`src/rtl/fifo_pkg.sv`:
```
// Shared defaults and FSM state type for the FIFO burst reader.
package fifo_pkg;
  localparam int unsigned DATA_WIDTH_DEF = 16;
  localparam int unsigned LEN_WIDTH_DEF  = 8;
  localparam int unsigned SKID_DEPTH_DEF = 2;

  typedef enum logic [1:0] {
    IDLE,
    RUN,
    DRAIN,
    DONE
  } rd_state_t;
endpackage

```
`src/rtl/fifo_rd_skid.sv`:
```
// Two-entry in-order skid buffer; head entry drives the output.
module fifo_rd_skid
  import fifo_pkg::*;
#(
  parameter int unsigned DATA_WIDTH = DATA_WIDTH_DEF,
  parameter int unsigned DEPTH      = SKID_DEPTH_DEF
) (
  input  logic                  clock,
  input  logic                  reset,
  input  logic                  push,
  input  logic                  pop,
  input  logic [DATA_WIDTH-1:0] din,
  output logic [DATA_WIDTH-1:0] dout,
  output logic [1:0]            count
);

  localparam logic [1:0] FULL = 2'(DEPTH);

  logic [DATA_WIDTH-1:0] head;
  logic [DATA_WIDTH-1:0] tail;

  assign dout = head;

  always_ff @(posedge clock or negedge reset) begin
    if (!reset) begin
      head  <= '0;
      tail  <= '0;
      count <= '0;
    end else begin
      case ({push, pop})
        2'b10: begin
          if (count == 2'd0) head <= din;
          else               tail <= din;
          count <= count + 2'd1;
        end
        2'b01: begin
          head  <= tail;
          count <= count - 2'd1;
        end
        2'b11: begin
          // Simultaneous push/pop: the new word lands behind whatever survives the pop.
          if (count == 2'd1) begin
            head <= din;
          end else begin
            head <= tail;
            tail <= din;
          end
        end
        default: ;
      endcase
    end
  end

  assert property (@(posedge clock) disable iff (!reset) !(push && !pop && count == FULL));
  assert property (@(posedge clock) disable iff (!reset) !(pop && count == 2'd0));

endmodule

```
`src/rtl/fifo_reader.sv`:
```
// Reads a burst of len words from a latency-1 FIFO and streams them out
// through a 2-entry skid buffer with valid/ready handshaking.
module fifo_reader
  import fifo_pkg::*;
#(
  parameter int unsigned DATA_WIDTH = DATA_WIDTH_DEF,
  parameter int unsigned LEN_WIDTH  = LEN_WIDTH_DEF,
  parameter int unsigned SKID_DEPTH = SKID_DEPTH_DEF
) (
  input  logic                  clock,
  input  logic                  reset,
  input  logic                  start,
  input  logic [LEN_WIDTH-1:0]  len,
  input  logic                  fifo_empty,
  input  logic                  fifo_wn,
  input  logic [DATA_WIDTH-1:0] fifo_dataout,
  output logic                  fifo_rn,
  output logic [DATA_WIDTH-1:0] m_data,
  output logic                  m_valid,
  input  logic                  m_ready,
  output logic                  busy,
  output logic                  done
);

  rd_state_t            state;
  logic [LEN_WIDTH-1:0] len_q;
  logic [LEN_WIDTH-1:0] issued;
  logic                 inflight;
  logic [1:0]           skid_count;
  logic                 pop;
  logic                 accept;
  logic [2:0]           credit;

  assign m_valid = (skid_count != 2'd0);
  assign pop     = m_valid && m_ready;

  // Credit counts the word leaving this cycle so a full-rate stream never bubbles.
  assign credit  = {1'b0, skid_count} + {2'b0, inflight} - {2'b0, pop};
  assign fifo_rn = (state == RUN) && (issued < len_q) && !fifo_empty && (credit < 3'd2);
  assign accept  = fifo_rn && !fifo_wn;

  fifo_rd_skid #(
    .DATA_WIDTH (DATA_WIDTH),
    .DEPTH      (SKID_DEPTH)
  ) u_skid (
    .clock (clock),
    .reset (reset),
    .push  (inflight),
    .pop   (pop),
    .din   (fifo_dataout),
    .dout  (m_data),
    .count (skid_count)
  );

  always_ff @(posedge clock or negedge reset) begin
    if (!reset) begin
      state    <= IDLE;
      len_q    <= '0;
      issued   <= '0;
      inflight <= 1'b0;
      busy     <= 1'b0;
      done     <= 1'b0;
    end else begin
      inflight <= accept;
      if (accept) issued <= issued + 1'b1;
      case (state)
        IDLE: begin
          if (start) begin
            len_q  <= len;
            issued <= '0;
            busy   <= 1'b1;
            if (len == '0) begin
              state <= DONE;
              done  <= 1'b1;
            end else begin
              state <= RUN;
            end
          end
        end
        RUN: begin
          if (issued == len_q) state <= DRAIN;
        end
        DRAIN: begin
          if (pop && skid_count == 2'd1 && !inflight) begin
            state <= DONE;
            done  <= 1'b1;
          end
        end
        DONE: begin
          state <= IDLE;
          busy  <= 1'b0;
          done  <= 1'b0;
        end
      endcase
    end
  end

endmodule

```
`config.mk`:
```
export PLATFORM = sky130hd
export DESIGN_NAME = fifo_reader
export DESIGN_NICKNAME = d
export VERILOG_FILES = /design/src/rtl/fifo_pkg.sv /design/src/rtl/fifo_rd_skid.sv /design/src/rtl/fifo_reader.sv
export SDC_FILE = /design/constraint.sdc
export NUM_CORES = 1
export LEC_CHECK = 0
export CORE_ASPECT_RATIO = 1.1
export CORE_MARGIN = 2
export CORE_UTILIZATION = 55
export CTS_BUF_LIST = sky130_fd_sc_hd__clkbuf_4 sky130_fd_sc_hd__clkbuf_8
export DETAILED_ROUTE_END_ITERATION = 16
export PLACE_DENSITY_LB_ADDON = 0.12
export SYNTH_ARGS = -nofsm -noshare
export SYNTH_HDL_FRONTEND = slang
export SYNTH_HIERARCHICAL = 1
export SYNTH_SLANG_ARGS = --single-unit
```
`constraint.sdc`:
```
create_clock -name clock -period 9 [get_ports clock]
set_input_delay 2.25 -clock clock [delete_from_list [all_inputs] [get_ports clock]]
set_output_delay 2.25 -clock clock [all_outputs]
set_load 0.005 [all_outputs]
```
==> implementation parameters, run 1 <==
Parameter                              Value

Pwr
  Max IR drop VDD    160 uV
  Total power density per cell area    279 nW/um^2
  Leakage power summed over all cells    1.61 nW

CTS
  Clk Latency, worst-skew pair    0.31 ns
  Num CTS Buffers    5
  Post-CTS Hold Buffers    0
  Clock sinks    55
  Clock transition at the register clock pins on the worst setup and hold paths after CTS    0.09 ns
  Clock tree from TritonCTS    yes
  Bufs on Longest Clock Path    2
  Count of cells resized by post-cts repair    0
  Buffer cell driving the clock tree root    sky130_fd_sc_hd__clkbuf_8
  H-tree levels    2
  Setup fix buffers added after clock tree synthesis    0

Die
  Number of primary I/O pins    50
  Initial Util    0.561
  Die Footprint    6040 um^2
  Number of standard-cell rows in the floorplan    28
  Die height    81.3 um
  Floorplan die width    74.3 um
  Area of the core region    5330 um^2

Worst setup path
  Reg2reg path depth    11
  Startpoint type of the worst setup path    input port
  Crit-path max cell delay    0.49 ns
  Worst reg2reg endpoint    issued[7]$_DFF_PN0_
  Critical Path Slowest Stage Cell    sky130_fd_sc_hd__clkdlybuf4s50_1
  Reg2Reg Setup Slack    5.75 ns
  CP bufs+invs    2
  Type of element capturing the critical path    primary output
  Highest net fanout along the worst path    4
  Crit path kind    in -> out
  Library cell appearing most often on the critical path    sky130_fd_sc_hd__clkdlybuf4s50_1
  Arrival time of the worst setup path    4.93 ns
  Cell-by-cell trace of the critical path    clkdlybuf4s50_1, and2_1, ha_1, nand2b_1, fa_1, and4bb_1, o2111ai_2, and2b_2, clkdlybuf4s50_1
  Family with the most delay on the worst path    buffers and inverters
  CP Data Required Time    6.75 ns
  Worst reg2reg path startpoint    u_skid/count[1]$_DFFE_PN0P_

Placed design
  Port Buffers    49
  HPWL after detailed placement    4.11 mm
  Final GP Congestion    0.820
  Placement Setup Slack    1.82 ns

Global routing
  Total Routing Usage GR    0.220
  Maximum number of pins on one net before global-route repair    56
  Via count of the first global-routing pass    2212
  GRT overflow    0
  First-pass GRT wire length    10.3 mm
  Initial antenna violation count    0

Route
  Detailed-route vias per instance    5.50
  Violation count after the first detailed-routing iteration    121
  Post-route DRC    0
  Number of nets with antenna violations after detailed routing    0
  First drt pass iteration count    4
  Avg WL per Cell    14.6 um
  Wire length reported by the detailed router    5.96 mm
  Number of vias after detailed routing    2243

Final layout
  Antenna cells    0
  NumNets Final    385
  Area added between synthesis and finish    20.4%
  Most common library cell in the layout ignoring fill and taps    sky130_fd_sc_hd__dfrtp_1
  Most used cells in the layout excluding fill and tap cells    sky130_fd_sc_hd__dfrtp_1, sky130_fd_sc_hd__clkdlybuf4s50_1, sky130_fd_sc_hd__o21ai_0
  Area occupied by multi-input gates    1450 um^2
  Fraction of final layout cells with drive strength greater than 1    0.0991
  Area used by sequential logic in the layout    1380 um^2
  Filler Cell Count    449

Logic synthesis
  Nets in the synthesized netlist    343
  Netlist area before placement    2990 um^2
  Synth area leaders    sky130_fd_sc_hd__dfrtp_1, sky130_fd_sc_hd__ha_1, sky130_fd_sc_hd__mux2_4
  Yosys top cell by area    sky130_fd_sc_hd__dfrtp_1
  Commonest register cell after synthesis    sky130_fd_sc_hd__dfrtp_1
  Share of async-settable or async-resettable flops after synthesis    1.00
  Post-synth cell types    43
  Synthesis warning total    6
  Simple-Gate Fraction of Synth Area    0.142
  Post-synthesis sequential area ratio    0.460
  Mux cell area share after synthesis    0.0795
  Compound-Gate Fraction of Synth Area    0.137
  Combinational family with the most area after synthesis    simple AND/OR/NAND/NOR gates
  Number of cells produced by synthesis    290
  Mean area per synthesized cell    10.3 um^2
  Xor-xnor portion of the synthesized cell area    0.0264
  Number of enable-type register cells in the synthesized netlist    0
  Post-synth top area share    0.460
  Synth Area in Adders    0.0988
  Number of storage elements in the synthesis netlist    55

Timing
  Setup repair after global routing missed its margin    no
  Final setup margin    1.82 ns
  Accumulated negative setup slack    0 ns
  Max-slew headroom at the worst pin    0.339
  Final setup skew    0.00532 ns
  Fmax    139 MHz
  Total count of max-transition violations in the final report    0
  Final clock period utilization by the worst path    0.798
  Minimum clock period after layout    7.18 ns
  Hold Violations, Final    0
  Worst Tran Pin Value    0.990 ns
  Final-report setup violation count    0

Min path
  Hold Path Origin    u_skid/tail[3]$_DFFE_PN0P_
  Worst hold endpoint    u_skid/tail[3]$_DFFE_PN0P_
  Hold Crit Depth    1
  Type of the most critical hold path    reg -> reg

Run status
  Run status    finished clean

Job
  Max-cap check violation count    0
[how the worst max path moves through the flow]
stage | end | startpoint | depth (start not counted)
6_report | fifo_rn | m_ready | 9
5_1_grt | fifo_rn | m_ready | 9
4_1_cts | fifo_rn | m_ready | 9
3_5_place_dp | fifo_rn | m_ready | 9
3_3_place_gp | fifo_rn | m_ready | 9
2_1_floorplan | fifo_rn | m_ready | 7
[layout make-up]
type	count	share of cell area
multi-input cells	201	0.402
flip-flops and latches	55	0.382
repair buffers	50	0.137
well taps	75	0.0261
clock buffers	6	0.0229
inverters	19	0.0202
clock inverters	2	0.00973
[cells in the mapped netlist (2+ instances only)]
| library cell | instances |
|---|---|
| sky130_fd_sc_hd__nand3_1 | 20 |
| sky130_fd_sc_hd__mux2_4 | 10 |
| sky130_fd_sc_hd__buf_2 | 4 |
| sky130_fd_sc_hd__nand2b_1 | 4 |
| sky130_fd_sc_hd__mux2i_1 | 2 |
| sky130_fd_sc_hd__nor4_1 | 2 |
| sky130_fd_sc_hd__inv_1 | 18 |
| sky130_fd_sc_hd__mux2_2 | 6 |
| sky130_fd_sc_hd__dfrtp_1 | 55 |
| sky130_fd_sc_hd__and3_1 | 3 |
| sky130_fd_sc_hd__a21oi_1 | 24 |
| sky130_fd_sc_hd__and2_1 | 3 |
| sky130_fd_sc_hd__a31oi_1 | 16 |
| sky130_fd_sc_hd__nor2b_1 | 5 |
| sky130_fd_sc_hd__nand4_1 | 3 |
| sky130_fd_sc_hd__clkbuf_1 | 6 |
| sky130_fd_sc_hd__ha_1 | 22 |
| sky130_fd_sc_hd__xnor2_1 | 3 |
| sky130_fd_sc_hd__xor2_1 | 6 |
| sky130_fd_sc_hd__nor2_1 | 8 |
| sky130_fd_sc_hd__buf_6 | 2 |
| sky130_fd_sc_hd__nand2_1 | 21 |
| sky130_fd_sc_hd__o21ai_0 | 27 |
[power by group]
part           internal (mW)  switching (mW)  total, mW
registers              0.350          0.0564      0.407
logic                  0.230           0.198      0.428
clock network         0.0902          0.0806      0.171
[cell families after synthesis]
group / Yosys count
AO/OA/AOI/OAI: 73
flip-flops: 55
AND/OR/NAND/NOR: 78
XOR/XNOR: 9
multiplexers: 18
buffers and inverters: 34
adder cells (fa/ha/maj): 23
[state kept, by name, indices dropped and copies added, names as in the netlist]
signal        count
busy              1
done              1
inflight          1
issued            8
len_q             8
state             2
u_skid/count      2
u_skid/dout      16
u_skid/tail      16
[through the flow]
stage | util | power, mW | hold slack, ns | std cells | instance area, um^2
2_1_floorplan | - | 0.680 | 0.450 | 290 | 2990
3_3_place_gp | 0.654 | 0.827 | 0.483 | 400 | 3480
3_5_place_dp | 0.654 | 0.842 | 0.490 | 400 | 3480
4_1_cts | 0.676 | 1.01 | 0.513 | 408 | 3600
5_1_grt | 0.676 | 1.09 | 0.528 | 408 | 3600
6_report | 0.676 | 1.01 | 0.509 | 408 | 3600
[worst register-to-register path, stage by stage (launching register included)]
cell and delay (ns):
sky130_fd_sc_hd__dfrtp_1 0.47, sky130_fd_sc_hd__or2_2 0.32, sky130_fd_sc_hd__and2_1 0.21, sky130_fd_sc_hd__ha_1 0.27, sky130_fd_sc_hd__nand2b_1 0.15, sky130_fd_sc_hd__fa_1 0.48, sky130_fd_sc_hd__and4bb_1 0.22, sky130_fd_sc_hd__o2111ai_2 0.15
sky130_fd_sc_hd__nor2_4 0.22, sky130_fd_sc_hd__nand4_4 0.13, sky130_fd_sc_hd__or3_1 0.38, sky130_fd_sc_hd__a21oi_1 0.17
[metal layers]
layer	routed length, um	track usage
met1	2600	0.283
met2	3050	0.382
met3	255	0.0397
met4	55	0.0571
met5	0	0
Note: power is estimated with default switching activity, not from simulation.
==> inputs of run 2 (changes only) <==
--- a/config.mk
+++ b/config.mk
@@ -7,7 +7,7 @@
 export LEC_CHECK = 0
 export CORE_ASPECT_RATIO = 1.1
 export CORE_MARGIN = 2
-export CORE_UTILIZATION = 55
+export CORE_UTILIZATION = 50
 export CTS_BUF_LIST = sky130_fd_sc_hd__clkbuf_4 sky130_fd_sc_hd__clkbuf_8
 export DETAILED_ROUTE_END_ITERATION = 16
 export PLACE_DENSITY_LB_ADDON = 0.12
==> constraint.sdc (replaced) <==
create_clock -name clock -period 6.2 [get_ports clock]
set_input_delay 1.55 -clock clock [delete_from_list [all_inputs] [get_ports clock]]
set_output_delay 1.55 -clock clock [all_outputs]
set_load 0.005 [all_outputs]
==> run 2 against run 1 <==
First-iteration DRC count increased by 58%. Sequential power is 45% higher. Non-clock buffer count is the same. Global-route usage decreased by 2.4 points. Cell area fell by 0.73%. Clock power grew 16%. Clock skew decreased by 0.0018 ns. Power grew 40%. Wire length is 0.30% higher. Largest power group unchanged.
==> implementation parameters, run 2 (synthesized netlist as in run 1, its figures left out) <==
Parameter                              Value

Run status
  Run status    finished clean

Die
  Initial Util    0.518 (-0.0432)
  Floorplan die width    77.7 um (+4.6%)
  Die Footprint    6610 um^2 (+9.5%)
  Area of the core region    5770 um^2 (+8.3%)
  Die height    85.1 um (+4.6%)
  Number of primary I/O pins    50 (unchanged)
  Number of standard-cell rows in the floorplan    29 (+3.6%)

Job
  Max-cap check violation count    0 (unchanged)

CTS
  Clock sinks    55 (unchanged)
  Buffer cell driving the clock tree root    sky130_fd_sc_hd__clkbuf_8
  Post-CTS Hold Buffers    0 (unchanged)
  H-tree levels    2 (unchanged)
  Setup fix buffers added after clock tree synthesis    0 (unchanged)
  Clock tree from TritonCTS    yes
  Clock transition at the register clock pins on the worst setup and hold paths after CTS    0.09 ns (about the same)
  Count of cells resized by post-cts repair    0 (unchanged)
  Clk Latency, worst-skew pair    0.30 ns (about the same)
  Bufs on Longest Clock Path    2 (unchanged)
  Num CTS Buffers    5 (unchanged)

Final layout
  NumNets Final    385 (unchanged)
  Most used cells in the layout excluding fill and tap cells    sky130_fd_sc_hd__dfrtp_1, sky130_fd_sc_hd__clkdlybuf4s50_1, sky130_fd_sc_hd__o21ai_0
  Area added between synthesis and finish    19.5%
  Antenna cells    0 (unchanged)
  Most common library cell in the layout ignoring fill and taps    sky130_fd_sc_hd__dfrtp_1
  Core occupancy in the finished layout    0.619 (-0.0566)
  Post-route cell area    3570 um^2 (-0.73%)
  Fraction of final layout cells with drive strength greater than 1    0.0991 (unchanged)
  Filler Cell Count    481 (+7.1%)

Route
  Post-route DRC    0 (unchanged)
  Number of vias after detailed routing    2223 (-0.89%)
  Avg WL per Cell    14.6 um (-0.19%)
  Detailed-route vias per instance    5.42 (-1.4%)
  Violation count after the first detailed-routing iteration    191 (+58%)
  First drt pass iteration count    4 (unchanged)
  Wire length reported by the detailed router    5.98 mm (+0.30%)
  Number of nets with antenna violations after detailed routing    0 (unchanged)

Timing
  Total count of max-transition violations in the final report    0 (unchanged)
  Worst Tran Pin Value    1.04 ns (+0.0524 ns)
  Final clock period utilization by the worst path    0.934
  Max-slew headroom at the worst pin    0.305 (-0.0350)
  Final-report setup violation count    0 (unchanged)
  Hold Violations, Final    0 (unchanged)
  Setup repair after global routing missed its margin    no
  Minimum clock period after layout    5.79 ns
  Fmax    173 MHz
  Accumulated negative setup slack    0 ns (unchanged)
  Final setup skew    0.00356 ns (-0.00176 ns)

Worst setup path
  Worst reg2reg endpoint    issued[7]$_DFF_PN0_
  Reg2Reg Setup Slack    2.99 ns (-2.76 ns)
  CP Data Required Time    4.65 ns (-2.10 ns)
  Crit path kind    in -> out
  Startpoint type of the worst setup path    input port
  Capturing instance or port of the critical path    fifo_rn
  Highest net fanout along the worst path    4 (unchanged)
  Arrival time of the worst setup path    4.24 ns (-0.69 ns)
  Worst reg2reg path startpoint    u_skid/count[1]$_DFFE_PN0P_
  Type of element capturing the critical path    primary output
  Reg2reg path depth    11 (unchanged)
  Worst setup path start    m_ready

Min path
  Hold Path Origin    u_skid/tail[15]$_DFFE_PN0P_
  Type of the most critical hold path    reg -> reg

Placed design
  Standard cell area after detailed placement    3480 um^2 (about the same)
  Port Buffers    49 (unchanged)
  HPWL after detailed placement    4.08 mm (-0.77%)
  Final GP Congestion    0.786 (-4.2%)

Global routing
  GRT overflow    0 (unchanged)
  First-pass GRT wire length    10.4 mm (+1.0%)
  Maximum number of pins on one net before global-route repair    56 (unchanged)
  Via count of the first global-routing pass    2168 (-2.0%)
  Initial antenna violation count    0 (unchanged)
  Total Routing Usage GR    0.196 (-0.0236)

Pwr
  Leakage power summed over all cells    1.59 nW (-1.0%)
  Total power density per cell area    394 nW/um^2 (+41%)
  Max IR drop VDD    211 uV (+32%)
run 2: metal layers:
| layer | vias up | GRT usage | share of wire |
|---|---|---|---|
| met3 | 5 | 0.0362 | 0.040 |
| met1 | 1056 | 0.272 | 0.46 |
| met4 | 0 | 0.0487 | 0.0085 |
| met5 | - | 0 | 0 |
| li1 | 1097 | - | - |
| met2 | 65 | 0.320 | 0.49 |
run 2: layout make-up:
cell class                 instances  area (um^2)  area share
timing repair buffer              50          493       0.138
clock inverter                     2         12.5     0.00350
inverter                          19         72.6      0.0203
sequential                        55         1380       0.385
clock buffer                       6         76.3      0.0214
multi-input combinational        201         1450       0.405
tap                               77         96.3      0.0270
run 2: report_power, final:
part	internal, mW	switching [mW]
registers	0.508	0.0809
clock network	0.0837	0.115
logic	0.334	0.287
run 2: worst min path at each step:
stage,end,depth (start not counted)
final,u_skid/tail[15]$_DFFE_PN0P_,1
after global placement,u_skid/tail[5]$_DFFE_PN0P_,1
after detailed placement,u_skid/tail[14]$_DFFE_PN0P_,1
after floorplan,len_q[0]$_DFFE_PN0P_,2
after CTS,u_skid/tail[14]$_DFFE_PN0P_,1
after global routing,u_skid/tail[10]$_DFFE_PN0P_,1
run 2: through the flow:
step | worst slack [ns] | cells | total power, mW | hold WS (ns)
detailed placement | 0.409 | 402 | 1.22 | 0.490
CTS | 0.397 | 410 | 1.43 | 0.514
finish | 0.410 | 410 | 1.41 | 0.510
global route | 0.287 | 410 | 1.53 | 0.526
global placement | 0.449 | 402 | 1.21 | 0.482
floorplan | 1.50 | 290 | 0.987 | 0.450
run 2: critical path, cell delays in order:
cell	delay, ns
sky130_fd_sc_hd__clkdlybuf4s50_1	0.48
sky130_fd_sc_hd__and2_1	0.21
sky130_fd_sc_hd__ha_1	0.25
sky130_fd_sc_hd__nand2b_1	0.15
sky130_fd_sc_hd__fa_1	0.49
sky130_fd_sc_hd__and4bb_1	0.22
sky130_fd_sc_hd__o2111ai_2	0.14
sky130_fd_sc_hd__and2b_2	0.25
sky130_fd_sc_hd__clkdlybuf4s50_1	0.50
==> inputs of run 3 (changes only) <==
--- a/config.mk
+++ b/config.mk
@@ -5,12 +5,14 @@
 export SDC_FILE = /design/constraint.sdc
 export NUM_CORES = 1
 export LEC_CHECK = 0
+export ABC_CLOCK_PERIOD_IN_PS = 6200
 export CORE_ASPECT_RATIO = 1.1
 export CORE_MARGIN = 2
 export CORE_UTILIZATION = 50
 export CTS_BUF_LIST = sky130_fd_sc_hd__clkbuf_4 sky130_fd_sc_hd__clkbuf_8
 export DETAILED_ROUTE_END_ITERATION = 16
 export PLACE_DENSITY_LB_ADDON = 0.12
+export SKIP_LAST_GASP = 1
 export SYNTH_ARGS = -nofsm -noshare
 export SYNTH_HDL_FRONTEND = slang
 export SYNTH_HIERARCHICAL = 1
==> results of run 3 <==
The final DEF is identical to that of run 2; final timing and power are the same.
